File: src/rtl/rv64i_io_console_if.sv
`default_nettype none
// ============================================================================
//  Module   : rv64i_io_console_if
//  Brief    : Core load/store bus plus console output stream for the console port.
//  Revision : 1.0 - initial release
// ============================================================================
interface rv64i_io_console_if #(
    parameter int XLEN = 64
);
    logic [XLEN-1:0] io_out_addr;
    logic [XLEN-1:0] mem_out;
    logic            memory_we;
    logic [XLEN-1:0] io_in_addr;
    logic            memory_re;
    logic [XLEN-1:0] mem_in;
    logic            mem_ready;
    logic [XLEN-1:0] tx_data;
    logic            tx_valid;
    logic            tx_ready;

    // master = core plus downstream sink; slave = the console port itself
    modport master (
        output io_out_addr, mem_out, memory_we, io_in_addr, memory_re, tx_ready,
        input  mem_in, mem_ready, tx_data, tx_valid
    );

    modport slave (
        input  io_out_addr, mem_out, memory_we, io_in_addr, memory_re, tx_ready,
        output mem_in, mem_ready, tx_data, tx_valid
    );
endinterface
`default_nettype wire

File: src/rtl/rv64i_io_console.sv
`default_nettype none
// ============================================================================
//  Module   : rv64i_io_console
//  Brief    : Store-captured console FIFO with core back-pressure and status loads.
//  Revision : 1.0 - initial release
// ============================================================================
module rv64i_io_console #(
    parameter int              XLEN        = 64,
    parameter int              DEPTH       = 8,
    parameter logic [XLEN-1:0] DATA_ADDR   = 64'h0,
    parameter logic [XLEN-1:0] STATUS_ADDR = 64'h8
) (
    input  wire logic                 clk,
    input  wire logic                 rst,
    rv64i_io_console_if.slave         bus,
    output logic [$clog2(DEPTH):0]    fifo_count
);

    localparam int c_ptr_w = $clog2(DEPTH);
    localparam int c_cnt_w = c_ptr_w + 1;
    localparam logic [c_cnt_w-1:0] c_full_cnt = c_cnt_w'(DEPTH);
    localparam logic [c_cnt_w-1:0] c_cnt_one  = c_cnt_w'(1);
    localparam logic [c_ptr_w-1:0] c_ptr_one  = c_ptr_w'(1);

    typedef enum logic [0:0] {
        ST_IDLE   = 1'b0,
        ST_WSTALL = 1'b1
    } state_t;

    state_t              r_state;
    state_t              w_state_nxt;

    logic                r_we_q;
    logic                r_re_q;
    logic [XLEN-1:0]     r_stall_data;
    logic [XLEN-1:0]     r_mem_in;
    logic [c_ptr_w-1:0]  r_wr_ptr;
    logic [c_ptr_w-1:0]  r_rd_ptr;
    logic [c_cnt_w-1:0]  r_count;
    logic [XLEN-1:0]     r_fifo [DEPTH];

    logic                w_store_ev;
    logic                w_load_ev;
    logic                w_full;
    logic                w_empty;
    logic                w_pop;
    logic                w_push;
    logic [XLEN-1:0]     w_push_data;
    logic                w_latch;
    logic                w_mem_ready;
    logic [XLEN-1:0]     w_status;

    // A level held across cycles is a single request: act on the rising edge only
    assign w_store_ev = bus.memory_we & ~r_we_q;
    assign w_load_ev  = bus.memory_re & ~r_re_q;
    assign w_full     = (r_count == c_full_cnt);
    assign w_empty    = (r_count == '0);
    assign w_pop      = ~w_empty & bus.tx_ready;

    always_comb begin
        w_state_nxt = r_state;
        w_push      = 1'b0;
        w_push_data = bus.mem_out;
        w_latch     = 1'b0;
        w_mem_ready = 1'b1;
        case (r_state)
            ST_IDLE: begin
                if (w_store_ev && (bus.io_out_addr == DATA_ADDR)) begin
                    // A simultaneous pop frees the slot this same cycle
                    if (!w_full || w_pop) begin
                        w_push = 1'b1;
                    end else begin
                        w_latch     = 1'b1;
                        w_mem_ready = 1'b0;
                        w_state_nxt = ST_WSTALL;
                    end
                end
            end
            ST_WSTALL: begin
                w_mem_ready = 1'b0;
                if (w_pop) begin
                    w_push      = 1'b1;
                    w_push_data = r_stall_data;
                    w_state_nxt = ST_IDLE;
                end
            end
            default: begin
                w_state_nxt = ST_IDLE;
            end
        endcase
    end

    always_comb begin
        w_status                = '0;
        w_status[0]             = w_empty;
        w_status[1]             = w_full;
        w_status[2]             = (r_state == ST_WSTALL);
        w_status[8 +: c_cnt_w]  = r_count;
    end

    always_ff @(posedge clk or negedge rst) begin
        if (!rst) begin
            r_state      <= ST_IDLE;
            r_we_q       <= 1'b0;
            r_re_q       <= 1'b0;
            r_stall_data <= '0;
            r_mem_in     <= '0;
            r_wr_ptr     <= '0;
            r_rd_ptr     <= '0;
            r_count      <= '0;
        end else begin
            r_state <= w_state_nxt;
            r_we_q  <= bus.memory_we;
            r_re_q  <= bus.memory_re;
            if (w_latch) begin
                r_stall_data <= bus.mem_out;
            end
            if (w_load_ev) begin
                r_mem_in <= (bus.io_in_addr == STATUS_ADDR) ? w_status : '0;
            end
            if (w_push) begin
                r_wr_ptr <= r_wr_ptr + c_ptr_one;
            end
            if (w_pop) begin
                r_rd_ptr <= r_rd_ptr + c_ptr_one;
            end
            case ({w_push, w_pop})
                2'b10:   r_count <= r_count + c_cnt_one;
                2'b01:   r_count <= r_count - c_cnt_one;
                default: r_count <= r_count;
            endcase
        end
    end

    // Storage is cleared on reset so the head read is zero out of reset
    always_ff @(posedge clk or negedge rst) begin
        if (!rst) begin
            for (int i = 0; i < DEPTH; i++) begin
                r_fifo[i] <= '0;
            end
        end else if (w_push) begin
            r_fifo[r_wr_ptr] <= w_push_data;
        end
    end

    assign bus.mem_in    = r_mem_in;
    assign bus.mem_ready = w_mem_ready;
    assign bus.tx_data   = r_fifo[r_rd_ptr];
    assign bus.tx_valid  = ~w_empty;
    assign fifo_count    = r_count;

endmodule
`default_nettype wire

File: src/flat_wrapper.sv
// flat-port wrapper written by rule: the top's interface ports become plain ports
module rv64i_io_console_flat 
#(
    parameter int              XLEN        = 64,
    parameter int              DEPTH       = 8,
    parameter logic [XLEN-1:0] DATA_ADDR   = 64'h0,
    parameter logic [XLEN-1:0] STATUS_ADDR = 64'h8
)
  (clk, rst, fifo_count, bus_io_out_addr, bus_mem_out, bus_memory_we, bus_io_in_addr, bus_memory_re, bus_tx_ready, bus_mem_in, bus_mem_ready, bus_tx_data, bus_tx_valid);
  rv64i_io_console_if #(.XLEN(XLEN)) bus_i ();
  input  wire logic clk;
  input  wire logic rst;
  output logic [$clog2(DEPTH):0] fifo_count;
  input wire logic [$bits(bus_i.io_out_addr)-1:0] bus_io_out_addr;
  input wire logic [$bits(bus_i.mem_out)-1:0] bus_mem_out;
  input wire logic [$bits(bus_i.memory_we)-1:0] bus_memory_we;
  input wire logic [$bits(bus_i.io_in_addr)-1:0] bus_io_in_addr;
  input wire logic [$bits(bus_i.memory_re)-1:0] bus_memory_re;
  input wire logic [$bits(bus_i.tx_ready)-1:0] bus_tx_ready;
  output wire logic [$bits(bus_i.mem_in)-1:0] bus_mem_in;
  output wire logic [$bits(bus_i.mem_ready)-1:0] bus_mem_ready;
  output wire logic [$bits(bus_i.tx_data)-1:0] bus_tx_data;
  output wire logic [$bits(bus_i.tx_valid)-1:0] bus_tx_valid;
  assign bus_i.io_out_addr = bus_io_out_addr;
  assign bus_i.mem_out = bus_mem_out;
  assign bus_i.memory_we = bus_memory_we;
  assign bus_i.io_in_addr = bus_io_in_addr;
  assign bus_i.memory_re = bus_memory_re;
  assign bus_i.tx_ready = bus_tx_ready;
  assign bus_mem_in = bus_i.mem_in;
  assign bus_mem_ready = bus_i.mem_ready;
  assign bus_tx_data = bus_i.tx_data;
  assign bus_tx_valid = bus_i.tx_valid;
  rv64i_io_console #(.XLEN(XLEN), .DEPTH(DEPTH), .DATA_ADDR(DATA_ADDR), .STATUS_ADDR(STATUS_ADDR)) u_core (.clk(clk), .rst(rst), .bus(bus_i), .fifo_count(fifo_count));
endmodule
File: config.mk
export PLATFORM = sky130hd
export DESIGN_NAME = rv64i_io_console_flat
export DESIGN_NICKNAME = d
export VERILOG_FILES = /design/src/rtl/rv64i_io_console_if.sv /design/src/rtl/rv64i_io_console.sv /design/src/flat_wrapper.sv
export SDC_FILE = /design/constraint.sdc
export NUM_CORES = 1
export LEC_CHECK = 0
export ABC_AREA = 1
export CAP_MARGIN = 20
export CORE_MARGIN = 2
export CORE_UTILIZATION = 30
export CTS_CLUSTER_DIAMETER = 80
export DETAILED_ROUTE_END_ITERATION = 7
export SKIP_LAST_GASP = 1
export SYNTH_ARGS = -nofsm -noshare
export SYNTH_HDL_FRONTEND = slang
export SYNTH_SLANG_ARGS = --single-unit
File: constraint.sdc
create_clock -name clk -period 7.4 [get_ports clk]
set_input_delay 1.11 -clock clk [delete_from_list [all_inputs] [get_ports clk]]
set_output_delay 1.11 -clock clk [all_outputs]
set_load 0.02 [all_outputs]
==> flow_summary_export.csv <==
group,metric,value,unit
status,status,"complete, no violations",
yosys,synth_cells,3904,
yosys,synth_compound_area_share,7.43,%
clock_network,post_cts_resized,0,
finish,fin_nets,4192,
timing,finalHoldViolations,0,
worst_hold_path,min-delay-start,"u_core.r_fifo[165]",
finish,final_common_cell,"nand2_1",
finish,drive_gt1_share,5.50,%
clock_network,cts_setup_buffers,0,
yosys,synth_fa_ha_area_share,0.212,%
routing,drt_first_pass_iters,6,
timing,setup_slack,2.00,ns
yosys,synthMuxAreaShare,0,%
setup_path,crit_cells,7,
placed_design,dp_hpwl,53.7,mm
routing,viasPerCell,5.03,
routing,routedWlPerCell,18.9,um
floorplanning,die_area,101000,um2
setup_path,critical_path_class,"reg2out",
setup_path,crit_path_max_fanout,138,
finish,area_growth,18.2,%
timing,slew_headroom,21.8,%
grt,antenna_found_initial,1,
power,peakVddDrop,0.235,mV
placed_design,gp_congestion,0.767,
grt,grt_max_degree,245,
setup_path,worstSetupStartpoint,"u_core.r_rd_ptr[0]",
worst_hold_path,hp-class,"reg2reg",
finish,final_cell_mix,"1331 x nand2_1, 594 x dfrtp_1, 581 x nand3_1",
routing,drtAntennaViolNets,0,
clock_network,clock_insertion_delay_worst_skew,0.62,ns
timing,min_period_over_period,72.9,%
yosys,synthFlopType,"dfrtp_1",
setup_path,path_delay_family,"buffers and inverters",
setup_path,worst_r2r_path_depth,12,
setup_path,required,6.29,ns
yosys,synth_seq_cells,596,
grt,grt_pass1_wl,158,mm
yosys,netlist_top_cells_area,"dfrtp_1 51%, nand2_1 17%, nand3_1 9.9%",
yosys,synth_top_family_by_area,"simple AND/OR/NAND/NOR gates",
yosys,async_reset_ff_share,100,%
timing,drv_slew,0,
routing,wl,101,mm
setup_path,worst_path_max_delay_cell,"inv_6",
finish,antenna_cells,0,
yosys,yosys.cell_types.count,30,
timing,layout_min_cycle_time,5.40,ns
timing,worst_slew_pin_slew,1.17,ns
clock_network,cts_root_buf,"clkbuf_16",
floorplanning,fp.dieH,318,um
power,power.density,301,nW/um2
routing,drc,0,
yosys,yosys.area_share.simple,35.4,%
clock_network,cts_sinks,596,
timing,setup_viol,0,
setup_path,cp_slowest_stage_delay,0.83,ns
floorplanning,rows,115,
yosys,synth-warning-count,0,
yosys,seq_area_frac_synth,50.5,%
setup_path,crit_path_end_kind,"primary output",
grt,grtUsageTotal,19.6,%
clock_network,cts_hold_buffers,0,
timing,skew,0.0261,ns
clock_network,cts_max_level,3,
clock_network,cts_tree,"yes",
grt,grt_remaining_overflow,0,
flow_run,drv_cap,0,
placed_design,io_buffers,273,
timing,fin_tns_setup,0,ns
floorplanning,io_pins,331,
floorplanning,start_util,30.1,%
power,leakage,17.8,nW
worst_hold_path,hold_depth,2,
clock_network,clk_pin_slew_worst_paths,0.06,ns
yosys,synth_edf_count,0,
routing,drtIter0Drc,2701,
yosys,mappedNetlistArea,29500,um2
setup_path,cp.buffers_inverters,3,
placed_design,dp_slack,2.71,ns
setup_path,r2r-start,"u_core.fifo_count[1]",
routing,vias,26800,
floorplanning,design.core.area,98000,um2
clock_network,cts_buffer_depth,3,
grt,grt_pass1_vias,26000,
yosys,synth.largest_area_cell,"dfrtp_1",
floorplanning,fp.dieW,318,um
yosys,synthXorXnorAreaFrac,0.178,%
timing,fmax,185,MHz
setup_path,cp-start-kind,"flip-flop",
setup_path,worstPathArrival,4.29,ns
yosys,synth_top_area_share,50.5,%
yosys,syn_avg_cell_area,7.56,um2
timing,rsz0062_at_grt,"false",
clock_network,cts-buffers-inserted,67,
setup_path,path_cells,"inv_6, buf_4, o21ai_0, o22ai_1, nor2_1, a31oi_1, clkdlybuf4s50_1",
## Yosys cell counts (all sizes together) (2+ instances only)
master and n:
inv 23, nand2 1393, o22ai 64, a31oi 64, xnor2 3, dfrtp 596
clkbuf 124, o21ai 274, nand4 9, nor3 9, ha 5, nand3 581
nor2 513, a21oi 3, xor2 3, nor4 8, buf 227, nand3b 2
## logic make-up after synthesis
kind of cell,count (synthesis)
buffers and inverters,374
other,1
xor gates and xnor gates,6
AOI/OAI and AO/OA,406
and+or+nand+nor,2516
DFF,596
adders and majority gates,5
## metal layers
metal	track usage, %	vias up	wire, um
met3	2.93	126	6620
met2	32.1	892	47200
met4	4.43	2	1590
met5	0	-	13
li1	-	12700	-
met1	27.2	13000	45300
## metrics by stage
step	hold slack (ns)	util [%]	cell area [um2]	power, mW	std cells
after global placement	0.448	33.4	32800	7.36	5207
final	0.464	35.6	34900	10.5	5324
after detailed placement	0.453	33.4	32800	7.34	5207
after CTS	0.467	35.6	34900	10.6	5323
after global routing	0.482	35.6	34900	11.0	5324
after floorplan	0.437	-	29700	5.66	3960
## final cells by class
type	instances	area [um2]
clock buffer	102	1990
multi-input combinational	2990	13100
tap	1287	1610
clock inverter	14	108
fill	10200	63100
timing repair buffer	312	3100
inverter	23	96.3
sequential	596	14900
## power by group
part	internal [mW]	switching, mW
Combinational	1.37	2.49
Sequential	3.28	0.119
Clock	1.86	1.38
## tightest hold or removal path, stage by stage, from the launching register on
cell and delay [ns]:
dfrtp_1 0.33, nand2_1 0.06, nand2_1 0.05
## sequential cells by signal, indices dropped and copies added (netlist names), 3 cells and up
name	cells
u_core.r_rd_ptr	3
u_core.fifo_count	4
u_core.r_wr_ptr	3
u_core.r_stall_data	64
u_core.r_fifo	512
u_core.bus.mem_in	7
## worst paths after layout
| check | endpoint | slack (ns) |
|---|---|---|
| max | bus_tx_data[45] | 2.00 |
| min | u_core.r_fifo[165] | 0.46 |
| min reg2reg | u_core.r_fifo[165] | 0.46 |
| min in group asynchronous | u_core.r_stall_data[61] | 0.55 |
| max reg2reg | u_core.r_fifo[1] | 3.67 |
| max in group asynchronous | u_core.r_rd_ptr[1] | 5.27 |
No activity file was read; power rests on OpenSTA's default activity.
